===== src/rtl/dump_pkg.sv =====
// Shared types and default widths for the register-file dump unit.
package dump_pkg;

  localparam int DEF_NB_DATA    = 32;
  localparam int DEF_NB_BYTE    = 8;
  localparam int BYTES_PER_WORD = DEF_NB_DATA / DEF_NB_BYTE;
  localparam int NB_BYTE_CNT    = (BYTES_PER_WORD > 1) ? $clog2(BYTES_PER_WORD) : 1;

  typedef enum logic [2:0] {
    ST_IDLE  = 3'd0,
    ST_ADDR  = 3'd1,
    ST_LATCH = 3'd2,
    ST_SEND  = 3'd3,
    ST_DONE  = 3'd4
  } state_t;

endpackage


===== src/rtl/word_byte_serializer.sv =====
// Loads one register word and emits it MSB-byte-first over a valid/ready byte stream.
module word_byte_serializer
  import dump_pkg::*;
#(
  parameter int NB_DATA = DEF_NB_DATA,
  parameter int NB_BYTE = DEF_NB_BYTE,
  parameter int BPW     = BYTES_PER_WORD,
  parameter int NB_CNT  = NB_BYTE_CNT
) (
  input  logic               clk,
  input  logic               i_rst_n,
  input  logic               i_load,
  input  logic [NB_DATA-1:0] i_word,
  input  logic               i_abort,
  output logic [NB_BYTE-1:0] o_tx_data,
  output logic               o_tx_valid,
  input  logic               i_tx_ready,
  output logic               o_last_accepted
);

  localparam logic [NB_CNT-1:0] LAST_BYTE = NB_CNT'(BPW - 1);

  logic [NB_DATA-1:0] shift_reg;
  logic [NB_CNT-1:0]  cnt_reg;
  logic               valid_reg;
  logic               accept;

  assign accept          = valid_reg & i_tx_ready;
  assign o_last_accepted = accept && (cnt_reg == LAST_BYTE);
  assign o_tx_data       = shift_reg[NB_DATA-1 -: NB_BYTE];
  assign o_tx_valid      = valid_reg;

  always_ff @(posedge clk or negedge i_rst_n) begin
    if (!i_rst_n) begin
      shift_reg <= '0;
      cnt_reg   <= '0;
      valid_reg <= 1'b0;
    end else if (i_abort) begin
      valid_reg <= 1'b0;
    end else if (i_load) begin
      shift_reg <= i_word;
      cnt_reg   <= '0;
      valid_reg <= 1'b1;
    end else if (accept) begin
      // Shifting on every accept keeps the next byte at the top with no mux.
      shift_reg <= shift_reg << NB_BYTE;
      cnt_reg   <= cnt_reg + 1'b1;
      if (cnt_reg == LAST_BYTE) valid_reg <= 1'b0;
    end
  end

endmodule


===== src/rtl/regfile_dump_unit.sv =====
// Walks the register file read port and streams every word out as bytes for the debug UART.
module regfile_dump_unit
  import dump_pkg::*;
#(
  parameter int NB_DATA = DEF_NB_DATA,
  parameter int NB_ADDR = 5,
  parameter int N_REGS  = 32,
  parameter int NB_BYTE = DEF_NB_BYTE
) (
  input  logic               clk,
  input  logic               i_rst_n,
  input  logic               i_start,
  input  logic               i_abort,
  output logic [NB_ADDR-1:0] o_rd_addr,
  input  logic [NB_DATA-1:0] i_rd_data,
  output logic [NB_BYTE-1:0] o_tx_data,
  output logic               o_tx_valid,
  input  logic               i_tx_ready,
  output logic               o_busy,
  output logic               o_done
);

  localparam int BPW    = NB_DATA / NB_BYTE;
  localparam int NB_CNT = (BPW > 1) ? $clog2(BPW) : 1;
  localparam logic [NB_ADDR-1:0] LAST_INDEX = NB_ADDR'(N_REGS - 1);

  state_t             state_reg, state_next;
  logic [NB_ADDR-1:0] index_reg, index_next;
  logic               load;
  logic               last_accepted;

  always_ff @(posedge clk or negedge i_rst_n) begin
    if (!i_rst_n) begin
      state_reg <= ST_IDLE;
      index_reg <= '0;
    end else begin
      state_reg <= state_next;
      index_reg <= index_next;
    end
  end

  always_comb begin
    state_next = state_reg;
    index_next = index_reg;
    if (i_abort) begin
      state_next = ST_IDLE;
    end else begin
      case (state_reg)
        ST_IDLE: begin
          if (i_start) begin
            index_next = '0;
            state_next = ST_ADDR;
          end
        end
        ST_ADDR:  state_next = ST_LATCH;
        ST_LATCH: state_next = ST_SEND;
        ST_SEND: begin
          if (last_accepted) begin
            if (index_reg == LAST_INDEX) begin
              state_next = ST_DONE;
            end else begin
              index_next = index_reg + 1'b1;
              state_next = ST_ADDR;
            end
          end
        end
        ST_DONE: state_next = ST_IDLE;
        default: state_next = ST_IDLE;
      endcase
    end
  end

  // Read data is valid in LATCH because the register file has one cycle of latency.
  assign load      = (state_reg == ST_LATCH) && !i_abort;
  assign o_rd_addr = (state_reg == ST_IDLE) ? '0 : index_reg;
  assign o_busy    = (state_reg != ST_IDLE);
  assign o_done    = (state_reg == ST_DONE);

  word_byte_serializer #(
    .NB_DATA (NB_DATA),
    .NB_BYTE (NB_BYTE),
    .BPW     (BPW),
    .NB_CNT  (NB_CNT)
  ) u_serializer (
    .clk             (clk),
    .i_rst_n         (i_rst_n),
    .i_load          (load),
    .i_word          (i_rd_data),
    .i_abort         (i_abort),
    .o_tx_data       (o_tx_data),
    .o_tx_valid      (o_tx_valid),
    .i_tx_ready      (i_tx_ready),
    .o_last_accepted (last_accepted)
  );

endmodule


===== config.mk =====
export PLATFORM = sky130hd
export DESIGN_NAME = regfile_dump_unit
export DESIGN_NICKNAME = d
export VERILOG_FILES = /design/src/rtl/dump_pkg.sv /design/src/rtl/word_byte_serializer.sv /design/src/rtl/regfile_dump_unit.sv
export SDC_FILE = /design/constraint.sdc
export NUM_CORES = 1
export LEC_CHECK = 0
export BUFFER_PORTS_ARGS = -buffer_cell sky130_fd_sc_hd__buf_2
export CORE_AREA = 2 2 79 81
export CTS_CLUSTER_DIAMETER = 120
export DETAILED_ROUTE_END_ITERATION = 16
export DIE_AREA = 0 0 81 83
export PLACE_DENSITY_LB_ADDON = 0.15
export SLEW_MARGIN = 20
export SYNTH_ARGS = -nofsm -noshare
export SYNTH_HDL_FRONTEND = slang
export SYNTH_SLANG_ARGS = --single-unit

===== constraint.sdc =====
create_clock -name clk -period 2.2 [get_ports clk]
set_input_delay 0.22 -clock clk [delete_from_list [all_inputs] [get_ports clk]]
set_output_delay 0.22 -clock clk [all_outputs]
set_load 0.02 [all_outputs]

== After elaboration in Yosys (flattened, before gate mapping) ==
Cells that the tools add are included.

* Flip-flop bits (word level): 43
* Bits of input ports: 37
* Output and inout bits: 16
* Logic and storage cells: 51

* $add $sub $neg: 2
* Equality and inequality tests: 11
* Muxes and demuxes: 18
* Bitwise logic cells: 2
* Reductions and logical operators: 13

{| class="wikitable"
|+ Operators with widths
! operator !! number
|-
| $mux W32 || 2
|-
| $mux W5 || 4
|-
| $mux W3 || 4
|-
| $pmux W3 S4 || 1
|-
| $pmux W5 S2 || 1
|-
| $reduce_bool A3 Y1 || 3
|-
| $eq A3 B2 Y1 const B || 2
|-
| $ne A2 B2 Y1 const B || 3
|-
| $ne A3 B3 Y1 const B || 2
|-
| $reduce_and A2 Y1 || 3
|-
| $add A5 B1 Y5 const B || 1
|-
| $eq A5 B5 Y1 const B || 1
|-
| $reduce_and A5 Y1 || 1
|-
| $mux W1 || 4
|-
| $mux W2 || 2
|-
| $reduce_bool A2 Y1 || 2
|-
| $eq A3 B1 Y1 const B || 1
|-
| $eq A3 B3 Y1 const B || 1
|-
| $logic_not A3 Y1 || 1
|-
| $add A2 B1 Y2 const B || 1
|-
| $eq A2 B2 Y1 const B || 1
|-
| $logic_and A1 B1 Y1 || 2
|-
| $and A1 B1 Y1 || 1
|-
| $logic_not A1 Y1 || 1
|-
| $not A1 Y1 || 1
|}

== Longest topological paths before layout ==
Gate-level depths: netlist of the first run.

* Depth in word-level cells: 5
* Depth in mapped cells: 7
* Mapped depth without buffers: 6

== Modules after synthesis ==
Synthesis of the first run repeated with hierarchy kept, for this count alone.

* Cells, all modules: 202
* Area, all modules: 2178.3 sq um

{| class="wikitable"
|+ By module, submodules not included
! module !! instances !! cells an instance !! area an instance (sq um) !! seq. area each (sq um)
|-
| word_byte_serializer || 1 || 153 || 1674.1 || 875.8
|-
| regfile_dump_unit || 1 || 49 || 504.2 || 200.2
|}

== Worst setup path before layout of the first run ==
Ideal clock, no wire load.

* Path kind: flip-flop to flip-flop
* From: register index_reg[0]
* To: register index_reg[1]
* Library setup time: 79 ps
* Arrival time: 1624 ps
* Data required time: 2121 ps
* Setup slack: 497 ps
* Stages on the path, launching flop included: 8
* Buffers on the path: 1
* Period minus slack after synthesis: 1703 ps
* Cell sequence: dfrtp_1 > ha_1 > and3_1 > ha_1 > nor3b_4 > or2_1 > buf_6 > mux2i_1

* Word-level cells in the longest chain between the ends: 4
* Elaborated cells on any way between the ends: 7
* Those cells by class: add/sub (1); eq/ne (2); mux (3); reduce/logical (1)

{| class="wikitable"
|+ RTL lines
! what !! line !! text
|-
| from (decl) || regfile_dump_unit.sv:28 || <nowiki>logic [NB_ADDR-1:0] index_reg, index_next;</nowiki>
|-
| from (signal assigned) || regfile_dump_unit.sv:38 || <nowiki>index_reg <= index_next;</nowiki>
|-
| $add A5 B1 Y5 || regfile_dump_unit.sv:62 || <nowiki>index_next = index_reg + 1'b1;</nowiki>
|-
| $mux W5 || regfile_dump_unit.sv:59 || <nowiki>if (index_reg == LAST_INDEX) begin</nowiki>
|-
| $mux W5 || regfile_dump_unit.sv:58 || <nowiki>if (last_accepted) begin</nowiki>
|-
| $pmux W5 S2 || regfile_dump_unit.sv:48 || <nowiki>case (state_reg)</nowiki>
|}

Parallel ways exist; a longest one is shown, timed or not. The select of a mux whose other input is x is not followed.
A chain may end at the register's enable or synchronous reset.

== Worst setup path in the final report of the first run ==
Same ends and word-level chain as after synthesis.

==> impl_results.md, run 1 <==
* Status: finished clean
* Clock latency on the worst-skew pair at just under 0.3 ns
* Gr ovfl total at 0
* Sequential-to-total area share from yosys stat at a little over 50%
* Final Hold Fails at 0
* RSZ-0062 raised after global routing: no
* WHS at roughly 0.12 ns
* PwrDens at between 800 and 900 nW/um^2
* Fraction of registers with async set/reset at between 90% and 100%
* Post-Syn Area per Cell at between 10 and 15 um^2
* I/O Pins at 53
* Main combinational cell family by area after synthesis: simple AND/OR/NAND/NOR gates
* DR WL/cell at ~12 um
* Cell area after synthesis at ~2100 um^2
* Post-CTS Resized at 0
* Routed Antenna Nets at 0
* Post-synthesis compound-gate area fraction at 10.11%
* Ys flop type: dfrtp_1
* Non-filler instance count after layout at 330
* Cell taking the most area after synthesis: dfrtp_1
* Initial Util at around 36%
* Part of the power in combinational logic at between 20% and 30%
* Startpoint Class: flop
* Post-synthesis mux area share at 13.40%
* Final period utilization at around 85%
* # rows at 28
* Area of the die at 6723 um^2
* Top cells by instance count after synthesis: 47 x nand2_1, 43 x dfrtp_1, 28 x mux2i_1
* CP arrival at ~2.1 ns
* Fillers at ~600
* Layout area overhead at 19.32%
* Vias in the first global route at approximately 1.6k
* Post-synthesis simple-gate area fraction at between 15 and 20%
* Die height at between 80 and 90 um
* H-tree depth at 2
* Final worst slack at ~0.33 ns
* Area share of fa/ha/maj cells after synthesis at under 10%
* Top post-synthesis cells by area: dfrtp_1 51%, mux2i_1 13%, nand2_1 8.4%
* Static leakage at approximately 1.3 nW
* Vias/cell at about 4.8
* Period minus WS final at around 1.9 ns
* Port bufs at 52
* Peak VDD IR at between 0.0003 and 0.0004 V
* Final setup violation count at 0
* XOR/XNOR Fraction of Synth Area at less than 1%
* CTS sink count at 43
* CTS buffer count at 5
* Die W at just over 80 um
* Core area at between 5000 and 6000 um^2
* Vias at between 1.5k and 2k
* Area share of the largest cell type after synthesis at around 51%
* Tightest Pin Transition at about 0.57 ns
* Switching power total at 0.0006538 W
* Netlist cell types at 33
* Synth warnings at 0
* Routed wire length at around 4 mm
* Clk network pwr share at 28.5%
* Post-placement cell count at approximately 320
* Final Wtd Congestion at 0.7859
* Post-CTS Hold Buffers at 1
* Setup TNS Final at 0 ns
* Worst hold path type: input pin to flop
* Final net count at 294
* Root Driver: clkbuf_8
* Max-Cap Viols at 0
* Layout cell share with drive strength beyond 1 at approximately 28%
* GRT Total Usage at between 10 and 15%
* Drt pass-1 iters at 4
* Post-Syn Nets at between 200 and 250
* Worst Path Required at around 2.4 ns
* Max FO, Critical Path at 5
* N_diodes at 0
* CTS Buffer Depth at 2
* Fmax at between 500 and 600 MHz
* First-pass GRT wire length at just over 7 mm
* Setup Buffers After CTS at 0
* Max reg flops at 32
* Place WS at around 0.35 ns
* Headroom to the max-slew limit at approximately 62%
* FF+latch count, synth at between 40 and 50
* Post-synth EDFFs at 0
* Pint at 0.001587 W
* Count leader, synth: nand2_1
* DRC Markers at 0
* Largest net degree at the start of global routing at 55
* Pins Over Slew Limit at 0
* Clock skew at between 0.007 and 0.008 ns
* Clk slew on worst S/H paths at 0.08 ns
* Element type at the critical path end: flop
* Drt first-iter violations at 59
* Post-Syn Instances at roughly 210
* DPL Wire Length at just under 3 mm
* Initial antenna violation count at 0
* Power, Total at 0.002241 W
* Reg power frac at between 50% and 60%
* Switching share of power at 29.17%
* CTS tree: yes
* CP Class: flop to flop
-- cell type report --
cell class / count / area [um^2] / area share, %
tap: 75 / 93.84 / 3.759
multi-input combinational: 141 / 869.6 / 34.84
timing repair buffer: 58 / 320.3 / 12.83
clock inverter: 2 / 35.03 / 1.404
inverter: 5 / 18.77 / 0.7519
clock buffer: 6 / 82.58 / 3.308
sequential: 43 / 1076 / 43.11
-- routing by layer --
metal  GRT usage, %  vias to the layer above  part of all wire [%]
met2          20.06                       32                    44
met3          3.478                        4                   4.7
met4          4.622                        0                   1.0
li1               -                      795                     -
met5              0                        -                     0
met1          19.47                      739                    50
-- cell usage in the layout, fill, tap and decap left out --
cell / Yosys / layout
and2_1: 1 / 1
or2_1: 1 / 1
nor4_1: 1 / 1
a21oi_1: 1 / 1
nor2_1: 7 / 7
nor3_1: 1 / 1
inv_1: 5 / 5
buf_2: 3 / 52
nor2_4: 1 / 1
a31oi_1: 2 / 2
nor3b_4: 1 / 1
nor2b_1: 3 / 3
xor2_1: 1 / 1
a41oi_1: 1 / 1
or2b_2: 1 / 1
and3_1: 1 / 1
a31o_2: 1 / 1
bufinv_16: 0 / 1
or3b_4: 1 / 1
or3_1: 1 / 1
and4_1: 1 / 1
nand3_2: 1 / 1
ha_1: 3 / 3
buf_4: 12 / 4
o21ai_0: 26 / 26
dfrtp_1: 43 / 43
nand3_1: 1 / 1
nand2_1: 47 / 47
clkinv_2: 0 / 1
o21ai_1: 6 / 6
dlygate4sd3_1: 0 / 1
a211oi_1: 1 / 1
a2111oi_0: 1 / 1
mux2i_1: 28 / 28
buf_12: 0 / 1
clkbuf_8: 0 / 6
-- worst max-delay path: stages, from the launching register on --
cell and delay, ns:
dfrtp_1 0.44, ha_1 0.24, and3_1 0.19, ha_1 0.22
nor3b_4 0.25, or2_1 0.26, mux2i_1 0.20
-- power groups by stage --
stage                     clock network [W]  logic, W  registers [W]
after floorplan                           0  0.000409        0.00111
after global placement                    0  0.000465        0.00115
after detailed placement                  0  0.000477        0.00115
after CTS                          0.000664  0.000479        0.00114
after global routing               0.000696  0.000540        0.00117
final                              0.000638  0.000469        0.00113
-- final timing paths --
check                         startpoint                    endpoint  slack (ns)  depth (start not counted)
setup / recovery            index_reg[0]                index_reg[1]        0.33                          6
hold / removal             i_rd_data[10]  u_serializer.shift_reg[10]        0.12                          3
setup reg to reg            index_reg[0]                index_reg[1]        0.33                          6
hold reg to reg             index_reg[3]                index_reg[3]        0.51                          1
max in group asynchronous        i_rst_n                index_reg[1]        1.18                          3
min in group asynchronous        i_rst_n   u_serializer.shift_reg[2]        0.45                          2
-- per-stage QoR --
step | cell area (um^2) | util (%)
global placement | 2369 | 40.73
detailed placement | 2369 | 40.73
finish | 2496 | 42.92
CTS | 2496 | 42.92
floorplan | 2092 | -
global route | 2496 | 42.92
-- cell families (layout without fill, tap and decap cells) --
logic type / after synthesis / after routing
flip-flops: 43 / 43
buffers and inverters: 24 / 71
AO/OA/AOI/OAI: 39 / 39
adder cells (fa/ha/maj): 3 / 3
multiplexers: 28 / 28
AND/OR/NAND/NOR: 70 / 70
XOR/XNOR: 1 / 1
Note: power is estimated with default switching activity, not from simulation.
==> run 2, diff against run 1 <==
clock period = 2.15 ns   (was 2.2 ns; I/O delays follow)
==> run 2 against run 1 <==
Net effect: the run now ends with negative hold slack left; cell area is 1.9% lower; register-to-register slack worse by 0.08 ns; sequential power barely moved; first-iteration DRC count fell by 19%; critical path depth stayed put; routed wire length decreased by 1.7%; core utilization down 0.82 points; clock skew is 0.0040 ns lower; critical endpoint is now index_reg[4]; largest power group unchanged.
==> impl_results.md, run 2 (synthesis results as in run 1) <==
* Crit-path most repeated cell: ha_1
* Period minus WS final at 1.905 ns
* Post-CTS Resized at 0
* Failing checks: negative hold slack
* Vias in the first global route at roughly 1.6k
* Tightest Pin Transition at 0.5606 ns
* Drt pass-1 iters at 4
* WHS at -0.006553 ns
* Area of the die at 6723 um^2
* CP cell instances: ha_1 -> and3_1 -> ha_1 -> nor3b_4 -> or2_1 -> mux2i_1
* Final Wtd Congestion at roughly 0.74
* Final period utilization at 88.61%
* Vias/cell at 4.728
* Final Hold Fails at 7
* Vias at 1,546
* Final worst slack at between 0.2 and 0.25 ns
* CP arrival at 2.11 ns
* Routed Antenna Nets at 0
* Final net count at around 290
* H-tree depth at 2
* Worst R2R Path Depth at 6
* Root Driver: clkbuf_8
* Initial antenna violation count at 0
* RSZ-0062 raised after global routing: no
* Max reg flops at 32
* Largest net degree at the start of global routing at just under 70
* DPL Wire Length at roughly 2.7 mm
* Fillers at between 600 and 700
* Status: finished with violations
* Max-Cap Viols at 0
* Element type at the critical path end: flop
* Peak VDD IR at about 0.00027 V
* Max FO, Critical Path at 5
* Clock skew at roughly 0.0036 ns
* Post-CTS Hold Buffers at 0
* DR WL/cell at between 10 and 15 um
* CP Class: flop to flop
* GRT Total Usage at roughly an eighth
* Pins Over Slew Limit at 0
* Core area at between 5000 and 6000 um^2
* CTS tree: yes
* Setup TNS Final at 0 ns
* Headroom to the max-slew limit at between 60% and 70%
* Post-placement cell count at 320
* Slowest CP cell: dfrtp_1
* Drt first-iter violations at between 40 and 50
* I/O Pins at 53
* Most common cell after layout, fill and taps aside: buf_2
* Layout cell share with drive strength beyond 1 at 27.38%
* Initial Util at between 30% and 40%
* # rows at 28
* Port bufs at 52
* PwrDens at 879.0 nW/um^2
* Fmax at ~520 MHz
* Static leakage at approximately 1.3 nW
* Clock latency on the worst-skew pair at approximately 0.28 ns
* Commonest cells after routing, fill and taps aside: 52 x buf_2, 47 x nand2_1, 43 x dfrtp_1, 28 x mux2i_1, 26 x o21ai_0
* Startpoint Class: flop
* Slowest cell delay on critical path at roughly 0.43 ns
* Setup Buffers After CTS at 0
* Worst Path Required at about 2.4 ns
* Non-filler instance count after layout at between 300 and 400
* Die W at between 80 and 90 um
* CTS Buffer Depth at 2
* Routed wire length at ~4.0 mm
* N_diodes at 0
* DRC Markers at 0
* CTS sink count at 43
* CTS buffer count at 5
* Gr ovfl total at 0
* First-pass GRT wire length at 7.038 mm
* Layout area overhead at 17.05%
* Final setup violation count at 0
* Die height at between 80 and 90 um
* Worst hold path type: input pin to asynchronous set/reset pin
* Place WS at between 0.2 and 0.3 ns
* Clk slew on worst S/H paths at 0.08 ns
run 2: cell types whose count changed in the layout (fill, tap and decap cells not counted):
cell	before	now
buf_4	4	3
bufinv_16	1	0
dlygate4sd3_1	1	0
run 2: per-layer routing:
metal  part of all wire, %  vias up  global-route usage [%]
met5                     0        -                       0
met3                   5.0        4                   4.022
li1                      -      784                       -
met2                    45       34                   20.36
met4                   1.4        0                   4.931
met1                    49      724                   17.38
run 2: worst max-delay path, delay by kind of cell (launching register included):
kind / cells / cell delay (ns)
adder cells (fa/ha/maj): 2 / 0.47
AND/OR/NAND/NOR: 3 / 0.71
flip-flops: 1 / 0.43
multiplexers: 1 / 0.21
run 2: where the power goes:
group	switching, W	internal (W)	total (W)	leakage [nW]
Clock	0.000260	0.000252	0.000512	0.0470
Combinational	0.000263	0.000216	0.000480	0.701
Sequential	0.000131	0.00103	0.00116	0.552
Total	0.000654	0.00150	0.00215	1.30
run 2: metrics by stage:
| stage | cell area, um^2 | util, % | total power (W) |
|---|---|---|---|
| after floorplan | 2092 | - | 0.001556 |
| after global placement | 2361 | 40.60 | 0.001650 |
| after detailed placement | 2361 | 40.60 | 0.001670 |
| after CTS | 2449 | 42.10 | 0.002196 |
| after global routing | 2449 | 42.10 | 0.002317 |
| final | 2449 | 42.10 | 0.002152 |
run 2: final cells by class:
cell class | instances | area [um^2] | share of cell area (%)
flip-flops and latches | 43 | 1076 | 43.94
multi-input cells | 141 | 869.6 | 35.51
inverters | 5 | 18.77 | 0.7665
clock buffers | 6 | 82.58 | 3.373
clock inverters | 1 | 5.005 | 0.2044
well taps | 75 | 93.84 | 3.832
repair buffers | 56 | 302.8 | 12.37
run 2: path summary, 6_finish.rpt:
kind	from	endpoint	slack [ns]
hold reg to reg	index_reg[3]	index_reg[3]	0.51
hold / removal	i_rst_n	u_serializer.shift_reg[2]	-0.007
min in group clk	i_rd_data[18]	u_serializer.shift_reg[18]	0.12
max in group asynchronous	i_rst_n	state_reg[2]	1.76
setup reg to reg	index_reg[0]	index_reg[4]	0.24
setup / recovery	index_reg[0]	index_reg[4]	0.24
